**config.mk**
```make
export PLATFORM = sky130hd
export DESIGN_NAME = skewed_sync_pair
export DESIGN_NICKNAME = d
export VERILOG_FILES = /design/src/rtl/skewed_sync_pair_pkg.sv /design/src/rtl/skewed_sync_pair_sat_bit_counter.sv /design/src/rtl/skewed_sync_pair.sv
export SDC_FILE = /design/constraint.sdc
export NUM_CORES = 1
export LEC_CHECK = 0
export CORE_MARGIN = 3
export CORE_UTILIZATION = 35
export DETAILED_ROUTE_END_ITERATION = 12
export DONT_BUFFER_PORTS = 1
export PLACE_DENSITY = 0.5
export SLEW_MARGIN = 20
export SYNTH_ARGS = -nofsm -noshare
export SYNTH_HDL_FRONTEND = slang
export SYNTH_HIERARCHICAL = 1
export SYNTH_SLANG_ARGS = --single-unit
```
**constraint.sdc**
```tcl
create_clock -name clk -period 2.5 [get_ports clk]
set_clock_uncertainty 0.1 [all_clocks]
set_input_delay 0.5 -clock clk [delete_from_list [all_inputs] [get_ports clk]]
set_output_delay 0.5 -clock clk [all_outputs]
set_load 0.1 [all_outputs]
```
**src/rtl/skewed_sync_pair_pkg.sv**
```systemverilog
// Shared definitions for unary/stochastic stream correlation blocks:
// the sync mode encoding and a saturating up/down step helper.
package skewed_sync_pair_pkg;

  typedef enum logic {
    SYNC   = 1'b0,
    DESYNC = 1'b1
  } sync_mode_t;

  localparam int CNT_W_LIMIT = 8;

  // One saturating step on a counter of up to CNT_W_LIMIT bits; a
  // simultaneous inc and dec cancel, and the bounds are never crossed.
  function automatic logic [CNT_W_LIMIT-1:0] sat_step(
    input logic [CNT_W_LIMIT-1:0] cur,
    input logic [CNT_W_LIMIT-1:0] max_val,
    input logic                   inc,
    input logic                   dec
  );
    logic [CNT_W_LIMIT-1:0] res;
    res = cur;
    if (inc && !dec && (cur < max_val)) begin
      res = cur + 8'd1;
    end else if (dec && !inc && (cur != '0)) begin
      res = cur - 8'd1;
    end
    return res;
  endfunction

endpackage

```
**src/rtl/skewed_sync_pair_sat_bit_counter.sv**
```systemverilog
// DEP-wide up/down saturating counter holding the saved-1 count of one
// stream channel; DEP is limited to CNT_W_LIMIT bits.
module sat_bit_counter
  import skewed_sync_pair_pkg::*;
#(
  parameter int DEP = 2
) (
  input  logic           clk,
  input  logic           rst_n,
  input  logic           inc,
  input  logic           dec,
  output logic [DEP-1:0] cnt,
  output logic           full,
  output logic           empty
);

  localparam logic [DEP-1:0] MAX_CNT = {DEP{1'b1}};
  localparam logic [CNT_W_LIMIT-1:0] MAX_WIDE = CNT_W_LIMIT'(MAX_CNT);

  logic [DEP-1:0] cnt_reg;
  logic [DEP-1:0] cnt_next;

  always_comb begin
    cnt_next = DEP'(sat_step(CNT_W_LIMIT'(cnt_reg), MAX_WIDE, inc, dec));
  end

  always_ff @(posedge clk or negedge rst_n) begin
    if (!rst_n) begin
      cnt_reg <= '0;
    end else begin
      cnt_reg <= cnt_next;
    end
  end

  assign cnt   = cnt_reg;
  assign full  = (cnt_reg == MAX_CNT);
  assign empty = (cnt_reg == '0);

endmodule

```
**src/rtl/skewed_sync_pair.sv**
```systemverilog
// Two-channel skewed synchroniser: pulls a pair of unary bitstreams toward
// maximal (SYNC) or minimal (DESYNC) 1-overlap using per-channel saved-bit counters.
module skewed_sync_pair
  import skewed_sync_pair_pkg::*;
#(
  parameter int DEP = 2
) (
  input  logic           clk,
  input  logic           rst_n,
  input  logic           in_valid,
  input  logic           mode,
  input  logic           flush,
  input  logic           in0,
  input  logic           in1,
  output logic           out0,
  output logic           out1,
  output logic [DEP-1:0] cnt0,
  output logic [DEP-1:0] cnt1,
  output logic           busy
);

  logic       inc0, dec0, inc1, dec1;
  logic       full0, empty0, full1, empty1;
  sync_mode_t mode_sel;

  assign mode_sel = sync_mode_t'(mode);

  sat_bit_counter #(.DEP(DEP)) u_cnt0 (
    .clk   (clk),
    .rst_n (rst_n),
    .inc   (inc0),
    .dec   (dec0),
    .cnt   (cnt0),
    .full  (full0),
    .empty (empty0)
  );

  sat_bit_counter #(.DEP(DEP)) u_cnt1 (
    .clk   (clk),
    .rst_n (rst_n),
    .inc   (inc1),
    .dec   (dec1),
    .cnt   (cnt1),
    .full  (full1),
    .empty (empty1)
  );

  always_comb begin
    out0 = 1'b0;
    out1 = 1'b0;
    inc0 = 1'b0;
    dec0 = 1'b0;
    inc1 = 1'b0;
    dec1 = 1'b0;
    if (!in_valid) begin
      // no stream bit: outputs silent, counters hold
    end else if (!rst_n) begin
      // Counters cannot capture while held in reset, so nothing is saved
      // and every bit passes straight through.
      out0 = in0;
      out1 = in1;
    end else if (flush) begin
      out0 = in0 | !empty0;
      out1 = in1 | !empty1;
      dec0 = !empty0 && !in0;
      dec1 = !empty1 && !in1;
    end else if (mode_sel == SYNC) begin
      if (in0 == in1) begin
        out0 = in0;
        out1 = in1;
      end else if (in0) begin
        // pair the lone 1 with a saved 1 of the other channel, else save it
        if (!empty1) begin
          out0 = 1'b1;
          out1 = 1'b1;
          dec1 = 1'b1;
        end else if (!full0) begin
          inc0 = 1'b1;
        end else begin
          out0 = 1'b1;
        end
      end else begin
        if (!empty0) begin
          out0 = 1'b1;
          out1 = 1'b1;
          dec0 = 1'b1;
        end else if (!full1) begin
          inc1 = 1'b1;
        end else begin
          out1 = 1'b1;
        end
      end
    end else begin
      if (in0 && in1) begin
        // split the overlapping pair, saving one of the two 1s
        if (!full1) begin
          out0 = 1'b1;
          inc1 = 1'b1;
        end else if (!full0) begin
          out1 = 1'b1;
          inc0 = 1'b1;
        end else begin
          out0 = 1'b1;
          out1 = 1'b1;
        end
      end else if (!in0 && !in1) begin
        // fill an idle slot from the larger saved count
        if ((cnt0 >= cnt1) && !empty0) begin
          out0 = 1'b1;
          dec0 = 1'b1;
        end else if (!empty1) begin
          out1 = 1'b1;
          dec1 = 1'b1;
        end
      end else begin
        out0 = in0;
        out1 = in1;
      end
    end
  end

  assign busy = !empty0 || !empty1;

endmodule
```
After elaboration in Yosys (flattened, before gate mapping)
Cells that the tools add are included.
{"block": "word_totals", "ff_bits": 4, "in_bits": 7, "output_inout_bits": 7, "elab_cells": 106}
{"block": "op_classes", "addsub": 4, "order_cmp": 3, "eq_ne": 3, "n_mux": 64, "n_bitwise": 2, "reduce_logical": 28}
{"cell": "$mux W1", "count": 60}
{"cell": "$logic_and A1 B1 Y1", "count": 13}
{"cell": "$logic_not A1 Y1", "count": 8}
{"cell": "$mux W2", "count": 4}
{"cell": "$reduce_bool A2 Y1", "count": 4}
{"cell": "$add A2 B1 Y2 const B", "count": 2}
{"cell": "$eq A2 B2 Y1 const B", "count": 2}
{"cell": "$logic_not A2 Y1", "count": 2}
{"cell": "$lt A2 B2 Y1 const B", "count": 2}
{"cell": "$sub A2 B1 Y2 const B", "count": 2}
{"cell": "$ge A2 B2 Y1", "count": 1}
{"cell": "$or A1 B1 Y1", "count": 2}
{"cell": "$eq A1 B1 Y1", "count": 1}
{"cell": "$logic_or A1 B1 Y1", "count": 1}

Logic depth before layout (Yosys ltp)
{"block": "depth", "ltp_word": 14, "ltp_mapped": 9, "ltp_nobuf": 9}

Modules after synthesis
Netlist, hierarchy kept.
{"mod": "skewed_sync_pair", "n_inst": 1, "cells_each": 50, "area_each_um2": 331.6, "seq_area_each_um2": 0.0}
{"mod": "sat_bit_counter", "n_inst": 2, "cells_each": 14, "area_each_um2": 120.1, "seq_area_each_um2": 50.0}

Least setup slack after synthesis
OpenSTA, ideal clock, no wires.
{"block": "synth_path", "path_type": "register to output", "from": "register u_cnt0.cnt_reg[0], in the netlist u_cnt0/cnt[0]", "to": "output port out1", "arrival_time_ns": 3.941, "required_time_ns": 1.900, "slack_ns": -2.041, "stages_incl_launch_ff": 7, "n_path_buf": 0, "path_cell_list": "dfrtp_1 > inv_1 > ha_1 > nor3b_1 > or3_4 > a311oi_1 > o21ai_0"}
{"block": "synth_between", "elab_chain_len": 10, "word_cells_on_any_way": 14, "classes_between": "1 x order compare; 10 x mux; 3 x reduce/logical"}
{"item": "start, declared", "line": "skewed_sync_pair_sat_bit_counter.sv:20", "source": "logic [DEP-1:0] cnt_reg;"}
{"item": "start signal, assigned", "line": "skewed_sync_pair_sat_bit_counter.sv:31", "source": "cnt_reg <= cnt_next;"}
{"item": "branches (longest 6 deep; another with $ge A2 B2 Y1)"}
{"item": "$mux W1 *", "line": "skewed_sync_pair.sv:67", "source": "end else if (mode_sel == SYNC) begin"}
{"item": "$mux W1 *", "line": "skewed_sync_pair.sv:62", "source": "end else if (flush) begin"}
{"item": "$mux W1 *", "line": "skewed_sync_pair.sv:57", "source": "end else if (!rst_n) begin"}
{"item": "$mux W1 *", "line": "skewed_sync_pair.sv:55", "source": "if (!in_valid) begin"}
{"item": "end, declared", "line": "skewed_sync_pair.sv:16", "source": "output logic out1,"}
Every way passes the cells marked *.

Worst setup path in the final report
{"block": "layout_path", "from": "register u_cnt0.cnt_reg[1], in the netlist u_cnt0/cnt[1]", "to": "output port out0"}
{"block": "layout_between", "elab_chain_len": 10, "word_cells_on_any_way": 19, "classes_between": "1 x order compare; 1 x eq/ne; 13 x mux; 1 x bitwise; 3 x reduce/logical"}
{"item": "branches (longest 7 deep; another with $ge A2 B2 Y1)"}
{"item": "$mux W1 *", "line": "skewed_sync_pair.sv:62"}
{"item": "$mux W1 *", "line": "skewed_sync_pair.sv:57"}
{"item": "$mux W1 *", "line": "skewed_sync_pair.sv:55"}
{"item": "end, declared", "line": "skewed_sync_pair.sv:15", "source": "output logic out0,"}
Marks and branches as above.

==> impl_metrics.env <==
export IMPL_status="complete, but fails checks"
export IMPL_violations_in_the_final_reports="negative setup slack"
export IMPL_reg2reg_setup_slack_ps=80
export IMPL_final_antenna_net_count=0
export IMPL_final_hold_viol_count=0
export IMPL_timing_critical_path_from_type="flip-flop"
export IMPL_chipHeight_um=46.4
export IMPL_clkSinkCount=4
export IMPL_finalSetupViolations=2
export IMPL_detail_route_wirelength_mm=1.70
export IMPL_detail_route_wl_per_cell_um=15.3
export IMPL_timing_hold_worst_class="input pin to flip-flop"
export IMPL_final_net_count=109
export IMPL_timing_slew_headroom=0.684
export IMPL_grt_start_max_net_pins=10
export IMPL_netlist_cell_type_count=30
export IMPL_grt_pass1_wl_mm=2.77
export IMPL_port_buffer_count=0
export IMPL_antenna_violations_before_repair=0
export IMPL_rows=13
export IMPL_h_tree_depth=1
export IMPL_hpwlAfterDp_mm=1.18
export IMPL_layout_cells_non_filler=111
export IMPL_timing_max_cap_violations=0
export IMPL_drive_gt1_frac=0.396
export IMPL_layout_min_cycle_time_ps=2620
export IMPL_clk_pin_slew_ps=40
export IMPL_rr_endpoint="u_cnt0/cnt[0]"
export IMPL_place_detailed_instances=104
export IMPL_cts_tree="yes"
export IMPL_reported_leakage_power_nw=0.333
export IMPL_hold_path_end="u_cnt1/cnt[0]"
export IMPL_tightestPinTransition_ps=473
export IMPL_num_vias=689
export IMPL_post_drt_via_cell_ratio=6.21
export IMPL_synthesis_nets=89
export IMPL_overall_power_mw=0.859
export IMPL_cts_buffers_inserted=3
export IMPL_worst_r2r_startpoint="u_cnt0/cnt[1]"
export IMPL_worst_hold_path_num_cells=3
export IMPL_cellPowerDensity_nw_per_um2=997
export IMPL_globalRoute_totalOverflow=0
export IMPL_clk_latency_worst_skew_pair_ps=230
export IMPL_ys_seq_area_frac=0.175
export IMPL_crit_path_end_kind="output pin"
export IMPL_buffer_type_at_the_clock_tree_root="clkbuf_4"
export IMPL_fmaxAchievable_ghz=0.381
export IMPL_worst_ep_arrival_time_ps=2020
export IMPL_rsz0062_at_grt="yes"
export IMPL_critical_path_max_fanout=4
export IMPL_synth_async_reset_ratio=1.00
export IMPL_hold_start="in1"
export IMPL_antenna_diode_count=0
export IMPL_worst_r2r_cell_count=9
export IMPL_critical_path_class="flip-flop to output pin"
export IMPL_design_die_area_sq_um=2150
export IMPL_edff_count_synth=0
export IMPL_postSynthRegisterBits=4
export IMPL_vdd_ir_drop_worst_uv=481
export IMPL_critical_path_required_ps=1900
export IMPL_finalMaxSlewViolations=0
export IMPL_gr_usage_all_layers=0.177
export IMPL_ioPinCount=14
export IMPL_start_util=0.404
export IMPL_first_iter_violations=10
export IMPL_layout_worst_path_cycle_share=1.05
export IMPL_setup_tns_final_ps=-162
export IMPL_synthesis_area_per_instance_sq_um=7.33
export IMPL_gp_congestion=0.894
export IMPL_final_critical_path_setup_slack_ps=-122
export IMPL_area_growth_syn_to_layout_pct=50.8
export IMPL_synth_top_flop_cell="dfrtp_1"
export IMPL_firstDrtPassIters=4
export IMPL_post_synth_inst_count=78
export IMPL_synthesis_yosys_warnings=6
export IMPL_clk_path_buf_depth=2
export IMPL_netlist_area_before_placement_sq_um=572
export IMPL_dpl_worst_slack_ps=34.4
export IMPL_core_area_sq_um=1420
export IMPL_via_count_of_the_first_global_routing_pass=630
export IMPL_drt_drc_violations_left=0
export IMPL_floorplan_die_width_um=46.4
==> stage by stage <==
stage                util  hold WS, ps  cell area, sq um
finish              0.609          434               862
CTS                 0.591          420               836
detailed placement  0.531          105               751
global route        0.609          448               862
floorplan               -          104               624
global placement    0.531          105               751
==> placed cells by master, fill, tap and decap left out, types with 2 or more instances in the layout <==
cell       n
nor2_1    13
o21ai_1    2
clkbuf_4   3
nor3b_1    2
a22oi_2    2
nand3b_1   2
ha_1       3
nand2_1    4
nor2b_1    4
and2_1     3
inv_1      6
o21ai_0    3
buf_4     12
a21boi_0   2
dfrtp_4    4
nand2b_1   5
buf_12     2
==> worst max-delay path, cell delays in order (launching register included) <==
cell and delay [ps]:
dfrtp_4 490, ha_4 270, nor2_2 30, or3_4 390, a211oi_2 220, o221a_4 220, buf_12 170
==> what timing repair did <==
item                                   in CTS  in global routing
hold buffers                                1                  0
setup endpoints to repair                   2                  6
gates resized for setup                     4                  5
endpoints found under the hold margin       4                  0
pin swaps                                   5                  6
buffers inserted                            3                  0
==> worst max path at each step <==
stage | slack, ps | end | depth (start not counted) | start
2_1_floorplan | -100 | out0 | 5 | u_cnt1/cnt[0]
3_3_place_gp | 70 | out1 | 7 | in0
3_5_place_dp | 30 | out1 | 7 | in0
4_1_cts | -170 | out0 | 6 | u_cnt0/cnt[1]
5_1_grt | -180 | out0 | 6 | u_cnt0/cnt[1]
6_report | -120 | out0 | 6 | u_cnt0/cnt[1]
==> layout make-up <==
cell class	count	area [sq um]
fillers	127	553
well taps	15	18.8
repair buffers	15	140
inverters	7	26.3
multi-input cells	67	539
flip-flops and latches	4	115
clock buffers	3	22.5
==> routing by layer <==
| layer | track usage | vias to the layer above | wire length [um] |
|---|---|---|---|
| li1 | - | 323 | - |
| met1 | 0.227 | 333 | 730 |
| met2 | 0.272 | 31 | 831 |
| met3 | 0.0820 | 2 | 125 |
| met4 | 0.0341 | 0 | 14 |
| met5 | 0 | - | 0 |
==> where the power goes <==
group          internal [mW]  total (mW)  leakage, nW  switching [mW]
clock                 0.0536      0.0787       0.0138          0.0251
combinational          0.222       0.663        0.274           0.441
sequential            0.0986       0.117       0.0453          0.0188
==> synth_stat cells, drive strengths merged (2+ instances only) <==
cell type | number | share of area
a211oi | 2 | 0.026
a21boi | 2 | 0.026
a21oi | 3 | 0.026
a22oi | 2 | 0.044
and2 | 3 | 0.033
dfrtp | 4 | 0.18
ha | 4 | 0.088
inv | 7 | 0.046
nand2 | 4 | 0.026
nand2b | 5 | 0.055
nand3b | 2 | 0.026
nor2 | 14 | 0.092
nor2b | 4 | 0.044
nor3b | 2 | 0.026
o21ai | 6 | 0.053
==> cell families (layout without fill, tap and decap cells) <==
group,after synthesis,in the layout,synth area share
adder cells (fa/ha/maj),4,4,0.0875
AO/OA/AOI/OAI,24,24,0.317
flip-flops,4,4,0.175
AND/OR/NAND/NOR,39,39,0.374
buffers and inverters,7,25,0.0460
Power figures use the tool's default switching activity.
